$ cat config.mk
export PLATFORM = sky130hd
export DESIGN_NAME = mc_control_fsm_flat
export DESIGN_NICKNAME = d
export VERILOG_FILES = /design/src/rtl/mc_control_fsm_if.sv /design/src/rtl/mc_control_fsm.sv /design/src/flat_wrapper.sv
export SDC_FILE = /design/constraint.sdc
export NUM_CORES = 1
export LEC_CHECK = 0
export BUFFER_PORTS_ARGS = -buffer_cell sky130_fd_sc_hd__buf_2
export CAP_MARGIN = 15
export CORE_AREA = 5 5 90 92
export CTS_CLUSTER_DIAMETER = 50
export DETAILED_ROUTE_END_ITERATION = 8
export DIE_AREA = 0 0 95 97
export PLACE_DENSITY = 0.66
export SKIP_LAST_GASP = 1
export SLEW_MARGIN = 20
export SYNTH_ARGS = -nofsm -noshare
export SYNTH_HDL_FRONTEND = slang
export SYNTH_SLANG_ARGS = --single-unit
export TNS_END_PERCENT = 10
$ cat constraint.sdc
create_clock -name clk -period 2.4 [get_ports clk]
set_input_delay 0.48 -clock clk [delete_from_list [all_inputs] [get_ports clk]]
set_output_delay 0.48 -clock clk [all_outputs]
set_load 0.01 [all_outputs]
$ cat src/rtl/mc_control_fsm_if.sv
// rtl/mc_control_fsm_if.sv - control/datapath bundle between the multi-cycle control FSM and its datapath
interface mc_control_fsm_if #(
  parameter int OP_W = 6
);
  logic [OP_W-1:0] opcode;
  logic [OP_W-1:0] funct;
  logic            zero;
  logic            pc_write_en;
  logic [1:0]      pc_src;
  logic            i_or_d;
  logic            mem_read;
  logic            mem_write;
  logic            ir_write;
  logic            reg_write;
  logic            reg_dst;
  logic            mem_to_reg;
  logic            alu_src_a;
  logic [1:0]      alu_src_b;
  logic [2:0]      alu_sel;

  // Control FSM side: reads instruction fields and the ALU flag, drives strobes
  modport master (
    input  opcode, funct, zero,
    output pc_write_en, pc_src, i_or_d, mem_read, mem_write, ir_write,
           reg_write, reg_dst, mem_to_reg, alu_src_a, alu_src_b, alu_sel
  );

  // Datapath side
  modport slave (
    output opcode, funct, zero,
    input  pc_write_en, pc_src, i_or_d, mem_read, mem_write, ir_write,
           reg_write, reg_dst, mem_to_reg, alu_src_a, alu_src_b, alu_sel
  );
endinterface

$ cat src/rtl/mc_control_fsm.sv
// rtl/mc_control_fsm.sv - multi-cycle CPU main control FSM (optional ILLEGAL_TRAP_EN makes ILLEGAL a halting sink)
module mc_control_fsm #(
  parameter int CNT_W = 32,
  parameter int OP_W  = 6
) (
  input  logic             clk,
  input  logic             rst_n,
  mc_control_fsm_if.master ctrl,
  output logic [3:0]       state_dbg,
  output logic [CNT_W-1:0] instr_count,
  output logic             halted
);

  typedef enum logic [3:0] {
    S_IDLE      = 4'd0,
    S_FETCH     = 4'd1,
    S_DECODE    = 4'd2,
    S_R_EXEC    = 4'd3,
    S_R_WB      = 4'd4,
    S_MEM_ADDR  = 4'd5,
    S_MEM_READ  = 4'd6,
    S_MEM_WB    = 4'd7,
    S_MEM_WRITE = 4'd8,
    S_BRANCH    = 4'd9,
    S_JUMP      = 4'd10,
    S_I_EXEC    = 4'd11,
    S_I_WB      = 4'd12,
    S_ILLEGAL   = 4'd13
  } state_t;

  localparam logic [OP_W-1:0] OP_RTYPE = 6'b000000;
  localparam logic [OP_W-1:0] OP_LW    = 6'b100011;
  localparam logic [OP_W-1:0] OP_SW    = 6'b101011;
  localparam logic [OP_W-1:0] OP_BEQ   = 6'b000100;
  localparam logic [OP_W-1:0] OP_BNE   = 6'b000101;
  localparam logic [OP_W-1:0] OP_J     = 6'b000010;
  localparam logic [OP_W-1:0] OP_ADDI  = 6'b001000;
  localparam logic [OP_W-1:0] OP_ORI   = 6'b001101;
  localparam logic [OP_W-1:0] OP_ANDI  = 6'b001100;
  localparam logic [OP_W-1:0] OP_SLTI  = 6'b001010;

  localparam logic [2:0] ALU_ADD = 3'b000;
  localparam logic [2:0] ALU_SUB = 3'b001;
  localparam logic [2:0] ALU_SLT = 3'b010;
  localparam logic [2:0] ALU_SRL = 3'b011;
  localparam logic [2:0] ALU_SLL = 3'b100;
  localparam logic [2:0] ALU_OR  = 3'b101;
  localparam logic [2:0] ALU_AND = 3'b110;
  localparam logic [2:0] ALU_XOR = 3'b111;

  state_t           state_q, state_d;
  logic [CNT_W-1:0] count_q, count_d;
  logic             halted_q, halted_d;
  logic             bne_q, bne_d;
  logic             branch_q, branch_d;
  logic             pc_write_q, pc_write_d;
  logic [1:0]       pc_src_q, pc_src_d;
  logic             i_or_d_q, i_or_d_d;
  logic             mem_read_q, mem_read_d;
  logic             mem_write_q, mem_write_d;
  logic             ir_write_q, ir_write_d;
  logic             reg_write_q, reg_write_d;
  logic             reg_dst_q, reg_dst_d;
  logic             mem_to_reg_q, mem_to_reg_d;
  logic             alu_src_a_q, alu_src_a_d;
  logic [1:0]       alu_src_b_q, alu_src_b_d;
  logic [2:0]       alu_sel_q, alu_sel_d;

  logic             r_ok;
  logic [2:0]       r_sel;
  logic [2:0]       i_sel;
  logic             retire;

  // Next state, retirement counting and Moore outputs decoded from the next state so they register alongside it
  always_comb begin
    r_ok  = 1'b1;
    r_sel = ALU_ADD;
    case (ctrl.funct)
      6'b100000: r_sel = ALU_ADD;
      6'b100010: r_sel = ALU_SUB;
      6'b101010: r_sel = ALU_SLT;
      6'b000010: r_sel = ALU_SRL;
      6'b000000: r_sel = ALU_SLL;
      6'b100101: r_sel = ALU_OR;
      6'b100100: r_sel = ALU_AND;
      6'b100110: r_sel = ALU_XOR;
      default:   r_ok  = 1'b0;
    endcase

    i_sel = ALU_ADD;
    case (ctrl.opcode)
      OP_ORI:  i_sel = ALU_OR;
      OP_ANDI: i_sel = ALU_AND;
      OP_SLTI: i_sel = ALU_SLT;
      default: i_sel = ALU_ADD;
    endcase

    state_d = state_q;
    case (state_q)
      S_IDLE:   state_d = S_FETCH;
      S_FETCH:  state_d = S_DECODE;
      S_DECODE: begin
        case (ctrl.opcode)
          OP_RTYPE:                          state_d = S_R_EXEC;
          OP_LW, OP_SW:                      state_d = S_MEM_ADDR;
          OP_BEQ, OP_BNE:                    state_d = S_BRANCH;
          OP_J:                              state_d = S_JUMP;
          OP_ADDI, OP_ORI, OP_ANDI, OP_SLTI: state_d = S_I_EXEC;
          default:                           state_d = S_ILLEGAL;
        endcase
      end
      S_R_EXEC:   state_d = r_ok ? S_R_WB : S_ILLEGAL;
      S_MEM_ADDR: state_d = (ctrl.opcode == OP_SW) ? S_MEM_WRITE : S_MEM_READ;
      S_MEM_READ: state_d = S_MEM_WB;
      S_I_EXEC:   state_d = S_I_WB;
      S_R_WB, S_MEM_WB, S_MEM_WRITE, S_BRANCH, S_JUMP, S_I_WB: state_d = S_FETCH;
`ifdef ILLEGAL_TRAP_EN
      S_ILLEGAL:  state_d = S_ILLEGAL;
`else
      S_ILLEGAL:  state_d = S_FETCH;
`endif
      default:    state_d = S_IDLE;
    endcase

    // An illegal instruction counts as a retired NOP unless it traps
    retire = (state_q == S_R_WB)   || (state_q == S_MEM_WB) || (state_q == S_MEM_WRITE) ||
             (state_q == S_BRANCH) || (state_q == S_JUMP)   || (state_q == S_I_WB);
`ifndef ILLEGAL_TRAP_EN
    retire = retire || (state_q == S_ILLEGAL);
`endif
    count_d = count_q + {{(CNT_W-1){1'b0}}, retire};

`ifdef ILLEGAL_TRAP_EN
    halted_d = (state_d == S_ILLEGAL);
`else
    halted_d = 1'b0;
`endif

    // Branch sense is captured on entry so the zero test needs no opcode in BRANCH
    bne_d        = (ctrl.opcode == OP_BNE);
    branch_d     = 1'b0;
    pc_write_d   = 1'b0;
    pc_src_d     = 2'b00;
    i_or_d_d     = 1'b0;
    mem_read_d   = 1'b0;
    mem_write_d  = 1'b0;
    ir_write_d   = 1'b0;
    reg_write_d  = 1'b0;
    reg_dst_d    = 1'b0;
    mem_to_reg_d = 1'b0;
    alu_src_a_d  = 1'b0;
    alu_src_b_d  = 2'b00;
    alu_sel_d    = ALU_ADD;
    case (state_d)
      S_FETCH: begin
        mem_read_d  = 1'b1;
        ir_write_d  = 1'b1;
        alu_src_b_d = 2'b01;
        pc_write_d  = 1'b1;
      end
      S_DECODE:    alu_src_b_d = 2'b11;
      S_R_EXEC: begin
        alu_src_a_d = 1'b1;
        alu_sel_d   = r_sel;
      end
      S_R_WB: begin
        reg_write_d = 1'b1;
        reg_dst_d   = 1'b1;
      end
      S_MEM_ADDR: begin
        alu_src_a_d = 1'b1;
        alu_src_b_d = 2'b10;
      end
      S_MEM_READ: begin
        mem_read_d = 1'b1;
        i_or_d_d   = 1'b1;
      end
      S_MEM_WB: begin
        reg_write_d  = 1'b1;
        mem_to_reg_d = 1'b1;
      end
      S_MEM_WRITE: begin
        mem_write_d = 1'b1;
        i_or_d_d    = 1'b1;
      end
      S_BRANCH: begin
        branch_d    = 1'b1;
        alu_src_a_d = 1'b1;
        alu_sel_d   = ALU_SUB;
        pc_src_d    = 2'b01;
      end
      S_JUMP: begin
        pc_src_d   = 2'b10;
        pc_write_d = 1'b1;
      end
      S_I_EXEC: begin
        alu_src_a_d = 1'b1;
        alu_src_b_d = 2'b10;
        alu_sel_d   = i_sel;
      end
      S_I_WB:      reg_write_d = 1'b1;
      default:     ;
    endcase
  end

  // State register and registered control outputs
  always_ff @(posedge clk or negedge rst_n) begin
    if (!rst_n) begin
      state_q      <= S_IDLE;
      count_q      <= '0;
      halted_q     <= 1'b0;
      bne_q        <= 1'b0;
      branch_q     <= 1'b0;
      pc_write_q   <= 1'b0;
      pc_src_q     <= 2'b00;
      i_or_d_q     <= 1'b0;
      mem_read_q   <= 1'b0;
      mem_write_q  <= 1'b0;
      ir_write_q   <= 1'b0;
      reg_write_q  <= 1'b0;
      reg_dst_q    <= 1'b0;
      mem_to_reg_q <= 1'b0;
      alu_src_a_q  <= 1'b0;
      alu_src_b_q  <= 2'b00;
      alu_sel_q    <= ALU_ADD;
    end else begin
      state_q      <= state_d;
      count_q      <= count_d;
      halted_q     <= halted_d;
      bne_q        <= bne_d;
      branch_q     <= branch_d;
      pc_write_q   <= pc_write_d;
      pc_src_q     <= pc_src_d;
      i_or_d_q     <= i_or_d_d;
      mem_read_q   <= mem_read_d;
      mem_write_q  <= mem_write_d;
      ir_write_q   <= ir_write_d;
      reg_write_q  <= reg_write_d;
      reg_dst_q    <= reg_dst_d;
      mem_to_reg_q <= mem_to_reg_d;
      alu_src_a_q  <= alu_src_a_d;
      alu_src_b_q  <= alu_src_b_d;
      alu_sel_q    <= alu_sel_d;
    end
  end

  // Branch PC write is the only output that looks at zero in the current cycle
  assign ctrl.pc_write_en = pc_write_q | (branch_q & (bne_q ? ~ctrl.zero : ctrl.zero));
  assign ctrl.pc_src      = pc_src_q;
  assign ctrl.i_or_d      = i_or_d_q;
  assign ctrl.mem_read    = mem_read_q;
  assign ctrl.mem_write   = mem_write_q;
  assign ctrl.ir_write    = ir_write_q;
  assign ctrl.reg_write   = reg_write_q;
  assign ctrl.reg_dst     = reg_dst_q;
  assign ctrl.mem_to_reg  = mem_to_reg_q;
  assign ctrl.alu_src_a   = alu_src_a_q;
  assign ctrl.alu_src_b   = alu_src_b_q;
  assign ctrl.alu_sel     = alu_sel_q;
  assign state_dbg        = state_q;
  assign instr_count      = count_q;
  assign halted           = halted_q;

endmodule

$ cat src/flat_wrapper.sv
// flat-port wrapper written by rule: the top's interface ports become plain ports
module mc_control_fsm_flat 
#(
  parameter int CNT_W = 32,
  parameter int OP_W  = 6
)
  (clk, rst_n, state_dbg, instr_count, halted, ctrl_opcode, ctrl_funct, ctrl_zero, ctrl_pc_write_en, ctrl_pc_src, ctrl_i_or_d, ctrl_mem_read, ctrl_mem_write, ctrl_ir_write, ctrl_reg_write, ctrl_reg_dst, ctrl_mem_to_reg, ctrl_alu_src_a, ctrl_alu_src_b, ctrl_alu_sel);
  mc_control_fsm_if #(.OP_W(OP_W)) ctrl_i ();
  input  logic clk;
  input  logic rst_n;
  output logic [3:0] state_dbg;
  output logic [CNT_W-1:0] instr_count;
  output logic halted;
  input wire logic [$bits(ctrl_i.opcode)-1:0] ctrl_opcode;
  input wire logic [$bits(ctrl_i.funct)-1:0] ctrl_funct;
  input wire logic [$bits(ctrl_i.zero)-1:0] ctrl_zero;
  output wire logic [$bits(ctrl_i.pc_write_en)-1:0] ctrl_pc_write_en;
  output wire logic [$bits(ctrl_i.pc_src)-1:0] ctrl_pc_src;
  output wire logic [$bits(ctrl_i.i_or_d)-1:0] ctrl_i_or_d;
  output wire logic [$bits(ctrl_i.mem_read)-1:0] ctrl_mem_read;
  output wire logic [$bits(ctrl_i.mem_write)-1:0] ctrl_mem_write;
  output wire logic [$bits(ctrl_i.ir_write)-1:0] ctrl_ir_write;
  output wire logic [$bits(ctrl_i.reg_write)-1:0] ctrl_reg_write;
  output wire logic [$bits(ctrl_i.reg_dst)-1:0] ctrl_reg_dst;
  output wire logic [$bits(ctrl_i.mem_to_reg)-1:0] ctrl_mem_to_reg;
  output wire logic [$bits(ctrl_i.alu_src_a)-1:0] ctrl_alu_src_a;
  output wire logic [$bits(ctrl_i.alu_src_b)-1:0] ctrl_alu_src_b;
  output wire logic [$bits(ctrl_i.alu_sel)-1:0] ctrl_alu_sel;
  assign ctrl_i.opcode = ctrl_opcode;
  assign ctrl_i.funct = ctrl_funct;
  assign ctrl_i.zero = ctrl_zero;
  assign ctrl_pc_write_en = ctrl_i.pc_write_en;
  assign ctrl_pc_src = ctrl_i.pc_src;
  assign ctrl_i_or_d = ctrl_i.i_or_d;
  assign ctrl_mem_read = ctrl_i.mem_read;
  assign ctrl_mem_write = ctrl_i.mem_write;
  assign ctrl_ir_write = ctrl_i.ir_write;
  assign ctrl_reg_write = ctrl_i.reg_write;
  assign ctrl_reg_dst = ctrl_i.reg_dst;
  assign ctrl_mem_to_reg = ctrl_i.mem_to_reg;
  assign ctrl_alu_src_a = ctrl_i.alu_src_a;
  assign ctrl_alu_src_b = ctrl_i.alu_src_b;
  assign ctrl_alu_sel = ctrl_i.alu_sel;
  mc_control_fsm #(.CNT_W(CNT_W), .OP_W(OP_W)) u_core (.clk(clk), .rst_n(rst_n), .ctrl(ctrl_i), .state_dbg(state_dbg), .instr_count(instr_count), .halted(halted));
endmodule
---- After elaboration in Yosys (flattened, before gate mapping) ----
Cells that the tools add are included.
storage, ports and cells
  register bits ........................... 54
  ROM bits ................................ 0
  memory bits (writable) .................. 0
  input bits .............................. 15
  latch bits .............................. 0
  memories ................................ 0
operators by class
  $add $sub $neg .......................... 1
  magnitude comparators ................... 0
  reductions and logical operators ........ 20
  mux-type cells .......................... 21
  equal/unequal tests ..................... 41
  bitwise gates (word level) .............. 3
  shifts and indexed selects .............. 0
  divide/modulo/power cells ............... 0
  multiply operators ...................... 0
operator list
  operator                                        count
  == test 6 bit (second input constant)           8
  == test 4 bit (second input constant)           11
  adder 32 x 1 -> 32 bit                          1
  == test 4 x 3 -> 1 bit (second input constant)  8
  one-hot mux 4 bit (7 select lines)              1
  == test 6 x 4 -> 1 bit (second input constant)  4
  one-hot mux 3 bit (7 select lines)              1
  one-hot mux 4 bit (5 select lines)              1
  one-hot mux 3 bit (3 select lines)              2
  == test 4 x 2 -> 1 bit (second input constant)  4
  OR reduction 8 bit                              2
  == test 6 x 2 -> 1 bit (second input constant)  2
  == test 6 x 3 -> 1 bit (second input constant)  2
  logical NOT 6 bit                               2
  two-way mux 1 bit                               12
  OR reduction 2 bit                              6
  == test 4 x 1 -> 1 bit (second input constant)  2
  two-way mux 4 bit                               2
  OR reduction 4 bit                              2
  logical OR 1 bit                                6
  one-hot mux 2 bit (3 select lines)              1
  logical NOT 4 bit                               1
  one-hot mux 2 bit (2 select lines)              1
  OR reduction 3 bit                              1
  other kinds (3)                                 3

---- Logic depth before layout (Yosys ltp) ----
  depth after elaboration ................. 8
  mapped depth ............................ 11
  depth with buffers taken out ............ 9

---- Worst setup path after synthesis ----
No wires, ideal clock.
  kind .................................... register to register
  start ................................... register u_core.state_q[2] (netlist: u_core.state_dbg[2])
  end ..................................... register u_core.count_q[28] (netlist: u_core.instr_count[28])
  cell stages (with the launch flop) ...... 12
  data arrival time ....................... 2204 ps
  period minus slack after synthesis ...... 2284 ps
  buffers on the path ..................... 2
  data required time ...................... 2321 ps
  path slack .............................. 116 ps
  path through ............................ dfrtp_1 -> clkbuf_1 -> inv_1 -> o21ai_0 -> a21oi_1 -> ha_1 -> ha_1 -> and3_1 -> clkbuf_1 -> nand4_1 -> nor3_1 -> xor2_1
between the ends
  cells in the longest elaborated chain, start to end .. 8
RTL lines
  element                         RTL line               source
  start: declaration              mc_control_fsm.sv:51   state_t state_q, state_d;
  start signal: assignment        mc_control_fsm.sv:227  state_q <= state_d;
  == test 4 x 3 -> 1 bit          mc_control_fsm.sv:126  retire = (state_q == S_R_WB) || (state_q == S_MEM_WB) || (state_q == S_MEM_WRITE) ||
  logical OR 1 bit (3 in series)  mc_control_fsm.sv:126
  logical OR 1 bit (2 in series)  mc_control_fsm.sv:127  (state_q == S_BRANCH) || (state_q == S_JUMP) || (state_q == S_I_WB);
  logical OR 1 bit (*)            mc_control_fsm.sv:129  retire = retire || (state_q == S_ILLEGAL);
  adder 32 x 1 -> 32 bit (*)      mc_control_fsm.sv:131  count_d = count_q + {{(CNT_W-1){1'b0}}, retire};
  via u_core.count_d[28]          mc_control_fsm.sv:52   logic [CNT_W-1:0] count_q, count_d;
  end signal: assignment          mc_control_fsm.sv:228  count_q <= count_d;
  end: declaration                mc_control_fsm.sv:52
Mark *: on every way through the listed nets, which the timed path passes. The rest lies on a longest branch.

---- Worst setup path in the final report ----
  start ................................... register u_core.state_q[2] (netlist: u_core.state_dbg[2])
  end ..................................... register u_core.alu_sel_q[2] (netlist: u_core.ctrl.alu_sel[2])
between the ends
  cells in the longest elaborated chain, start to end .. 5
RTL lines
  element                                                  RTL line               source
  == test 4 bit, or another cell as far along              mc_control_fsm.sv:99   case (state_q)
  OR reduction 8 bit (no source line)                      -
  one-hot mux 4 bit (7 select lines) (*)                   mc_control_fsm.sv:99
  via u_core.state_d[0]                                    mc_control_fsm.sv:51
  == test 4 bit or == test 4 x 2 -> 1 bit (tied branches)  mc_control_fsm.sv:154  case (state_d)
  one-hot mux 3 bit (3 select lines) (*)                   mc_control_fsm.sv:154
  via u_core.alu_sel_d[2]                                  mc_control_fsm.sv:67   logic [2:0] alu_sel_q, alu_sel_d;
  end signal: assignment                                   mc_control_fsm.sv:243  alu_sel_q <= alu_sel_d;
  end: declaration                                         mc_control_fsm.sv:67
Marks and branches as above.

==> impl_metrics.py <==
metrics = {
    "grt": {
        "antenna_found_initial": 0,
        "grt_usage": 0.134,
        "first_global_vias": 2151,
        "grt_max_degree": 30,
        "overflow": 0,
        "grt_pass1_wl_um": 10100,
    },
    "cells_and_area": {
        "drive_gt1_frac": 0.280,
        "syn_to_final_growth_pct": 21.5,
        "final_cell_area_um2": 3200,
        "antenna_cells": 0,
        "largest_reg_flops": 32,
        "ff_latch_area_um2": 1330,
        "nFillCells": 745,
        "multi_input_area_um2": 1220,
        "layout.nets": 341,
    },
    "detailed_routing": {
        "wl_per_cell_um": 14.0,
        "drt_iter0_markers": 69,
        "vias": 2107,
        "routed_wl_um": 5920,
        "dr.pass1.iters": 4,
        "postRouteAntennaNets": 0,
        "drc": 0,
        "routed_via_density": 4.97,
    },
    "power_and_ir_drop": {
        "p_comb_frac": 0.406,
        "clkPwrFrac": 0.172,
        "total_power_mw": 2.74,
        "p_leak_nw": 1.63,
        "p_int_mw": 1.74,
        "swShare": 0.365,
        "vdd.ir_drop.worst_mv": 0.311,
        "p_seq_frac": 0.422,
        "p_per_area_nw_per_um2": 858,
        "power_switching_mw": 1.00,
    },
    "placement": {
        "numPortBuffers": 66,
        "place_congestion": 0.886,
        "place_hpwl_um": 4610,
        "place_area_um2": 3100,
        "place_ws_ns": 0.0798,
    },
    "logic_synthesis": {
        "avgSynthCellArea_um2": 10.4,
        "synth_cell_types": 56,
        "synthCells": 253,
        "yosys-top-cells-count": "dfrtp_1, nor2_1, xnor2_1",
        "synth_top_area_cell": "dfrtp_1",
        "yosysTopAreaCellShare": 0.504,
        "ys_seq_area_frac": 0.504,
        "ys_warn_count": 0,
        "synth.most_common_cell": "dfrtp_1",
        "synth_edf_count": 0,
        "ys_ff_latch": 53,
        "synth_nets": 270,
        "synthesis.area_um2": 2630,
        "synthTopCellsByArea": "dfrtp_1, xnor2_1, xor2_1",
        "ys_async_sr_fraction": 1.00,
        "ys.flop_type": "dfrtp_1",
    },
    "timing": {
        "fmax_ghz": 0.449,
        "hold_viol": 0,
        "timing.hold.ws_ns": 0.171,
        "tightest_slew_ns": 0.577,
        "setup_viol": 0,
        "timing.final.ws_setup_ns": 0.173,
        "finClkSkew_ns": 0.00587,
        "fin_crit_ns": 2.23,
        "finalCritPeriodShare": 0.928,
        "rsz0062_at_grt": "true",
        "slew_violations": 0,
        "max-slew-margin-rel": 0.613,
    },
    "worst_setup_path": {
        "worstPathArrival_ns": 2.45,
        "critical_path_buf_inv_count": 1,
        "slowest_stage": "or3b_4",
        "cp.depth": 6,
        "rr_worst_depth": 6,
        "cp_top_family": "simple AND/OR/NAND/NOR gates",
        "crit_fanout": 10,
        "endpoint_kind": "flip-flop",
        "cp-start-kind": "flip-flop",
        "crit_type": "flip-flop to flip-flop",
        "path_cells": "buf_4 > nor4bb_1 > o21ai_1 > o311ai_4 > or3b_4 > o2bb2ai_1",
        "critPathRequiredTime_ns": 2.62,
        "slowest_delay_ns": 0.47,
    },
    "floorplan": {
        "dieArea_um2": 9220,
        "die_w_um": 95,
        "rows": 31,
        "top_level_ports": 68,
        "dieHeight_um": 97,
        "start_util": 0.369,
        "core_area_um2": 7140,
    },
    "min_path": {
        "hold_path.class": "input pin to async pin",
    },
    "cts": {
        "cts_made_buffers": 5,
        "cts_root_buffer": "clkbuf_8",
        "insertion_delay_ns": 0.29,
        "ctsHoldBuffers": 0,
        "cts.sinks": 53,
        "cts_tree": "yes",
        "cts.reportedPaths.clkPinSlew_ns": 0.09,
        "h-tree-depth": 2,
        "ctsLongestPathBuffers": 2,
    },
    "run": {
        "drv_cap": 0,
    },
    "run_status": {
        "status": "finished clean",
    },
}
==> routing by layer <==
layer  up-vias  GRT usage  wire (um)
li1       1034          -          -
met1      1011      0.166       2600
met2        58      0.234       2930
met3         4     0.0287        333
met4         0     0.0355         51
met5         -          0          0
==> final timing paths <==
check                      slack [ns]                    from                      to
min in group clk                 0.44          ctrl_opcode[3]            u_core.bne_q
max in group asynchronous        1.67                   rst_n     u_core.state_dbg[1]
hold reg to reg                  0.47  u_core.instr_count[31]  u_core.instr_count[31]
setup / recovery                 0.17     u_core.state_dbg[2]  u_core.ctrl.alu_sel[2]
setup reg to reg                 0.17     u_core.state_dbg[2]  u_core.ctrl.alu_sel[2]
hold / removal                   0.17                   rst_n   u_core.instr_count[9]
==> cell usage in the layout (no fill, tap or decap), types with 2 or more instances in the layout <==
cell type / Yosys / final
a21boi_0: 2 / 2
a21oi_1: 3 / 3
and2_1: 2 / 2
and3_1: 12 / 12
and3b_1: 3 / 3
and4_1: 2 / 2
buf_2: 3 / 66
buf_4: 2 / 8
clkbuf_1: 4 / 3
clkbuf_8: 0 / 5
dfrtp_1: 53 / 52
ha_1: 2 / 2
inv_1: 8 / 8
nand2_1: 15 / 15
nand2b_1: 5 / 5
nand3_1: 15 / 15
nand4_1: 10 / 10
nand4b_1: 2 / 2
nor2_1: 21 / 21
nor2b_1: 2 / 2
nor3_1: 7 / 6
nor3b_1: 5 / 5
nor4_1: 5 / 5
o211ai_1: 2 / 2
o21ai_0: 4 / 4
o2bb2ai_1: 2 / 2
xnor2_1: 19 / 19
xor2_1: 13 / 13
==> power by group through the flow <==
stage	Combinational, mW	Sequential (mW)	Clock, mW
6_report	1.11	1.16	0.470
5_1_grt	1.24	1.18	0.531
4_1_cts	1.13	1.16	0.498
3_5_place_dp	1.12	1.18	0
3_3_place_gp	1.11	1.18	0
2_1_floorplan	0.671	1.22	0
==> worst reg2reg max path: stages (launching register included) <==
cell,delay [ns]
dfrtp_1,0.41
buf_4,0.18
nor4bb_1,0.34
o21ai_1,0.19
o311ai_4,0.43
or3b_4,0.47
o2bb2ai_1,0.14
==> final cells by class <==
class / count / share of cell area
tap: 99 / 0.0387
timing repair buffer: 75 / 0.128
inverter: 9 / 0.0106
sequential: 53 / 0.415
multi-input combinational: 180 / 0.382
clock buffer: 8 / 0.0250
==> through the flow <==
| stage | util | setup TNS, ns | std cells |
|---|---|---|---|
| global route | 0.448 | -0.0210 | 424 |
| floorplan | - | 0 | 253 |
| detailed placement | 0.435 | 0 | 415 |
| finish | 0.448 | 0 | 424 |
| CTS | 0.446 | 0 | 423 |
| global placement | 0.435 | 0 | 415 |
==> cell families (layout without fill, tap and decap cells) <==
| family | count (synthesis) | after routing | synth area share |
|---|---|---|---|
| buf+inv | 20 | 92 | 0.0338 |
| mux | 1 | 1 | 0.00380 |
| simple gates | 116 | 116 | 0.251 |
| other cells | 1 | 1 | 0.00143 |
| flops | 53 | 53 | 0.504 |
| compound gates | 28 | 28 | 0.0899 |
| fa+ha+maj | 2 | 2 | 0.00951 |
| xor+xnor | 32 | 32 | 0.107 |
==> what timing repair did <==
action                     4_1_cts  5_1_grt
gates resized for setup          0        2
buffers inserted                 0        1
setup endpoints to repair        0        3
Power figures use the tool's default switching activity.
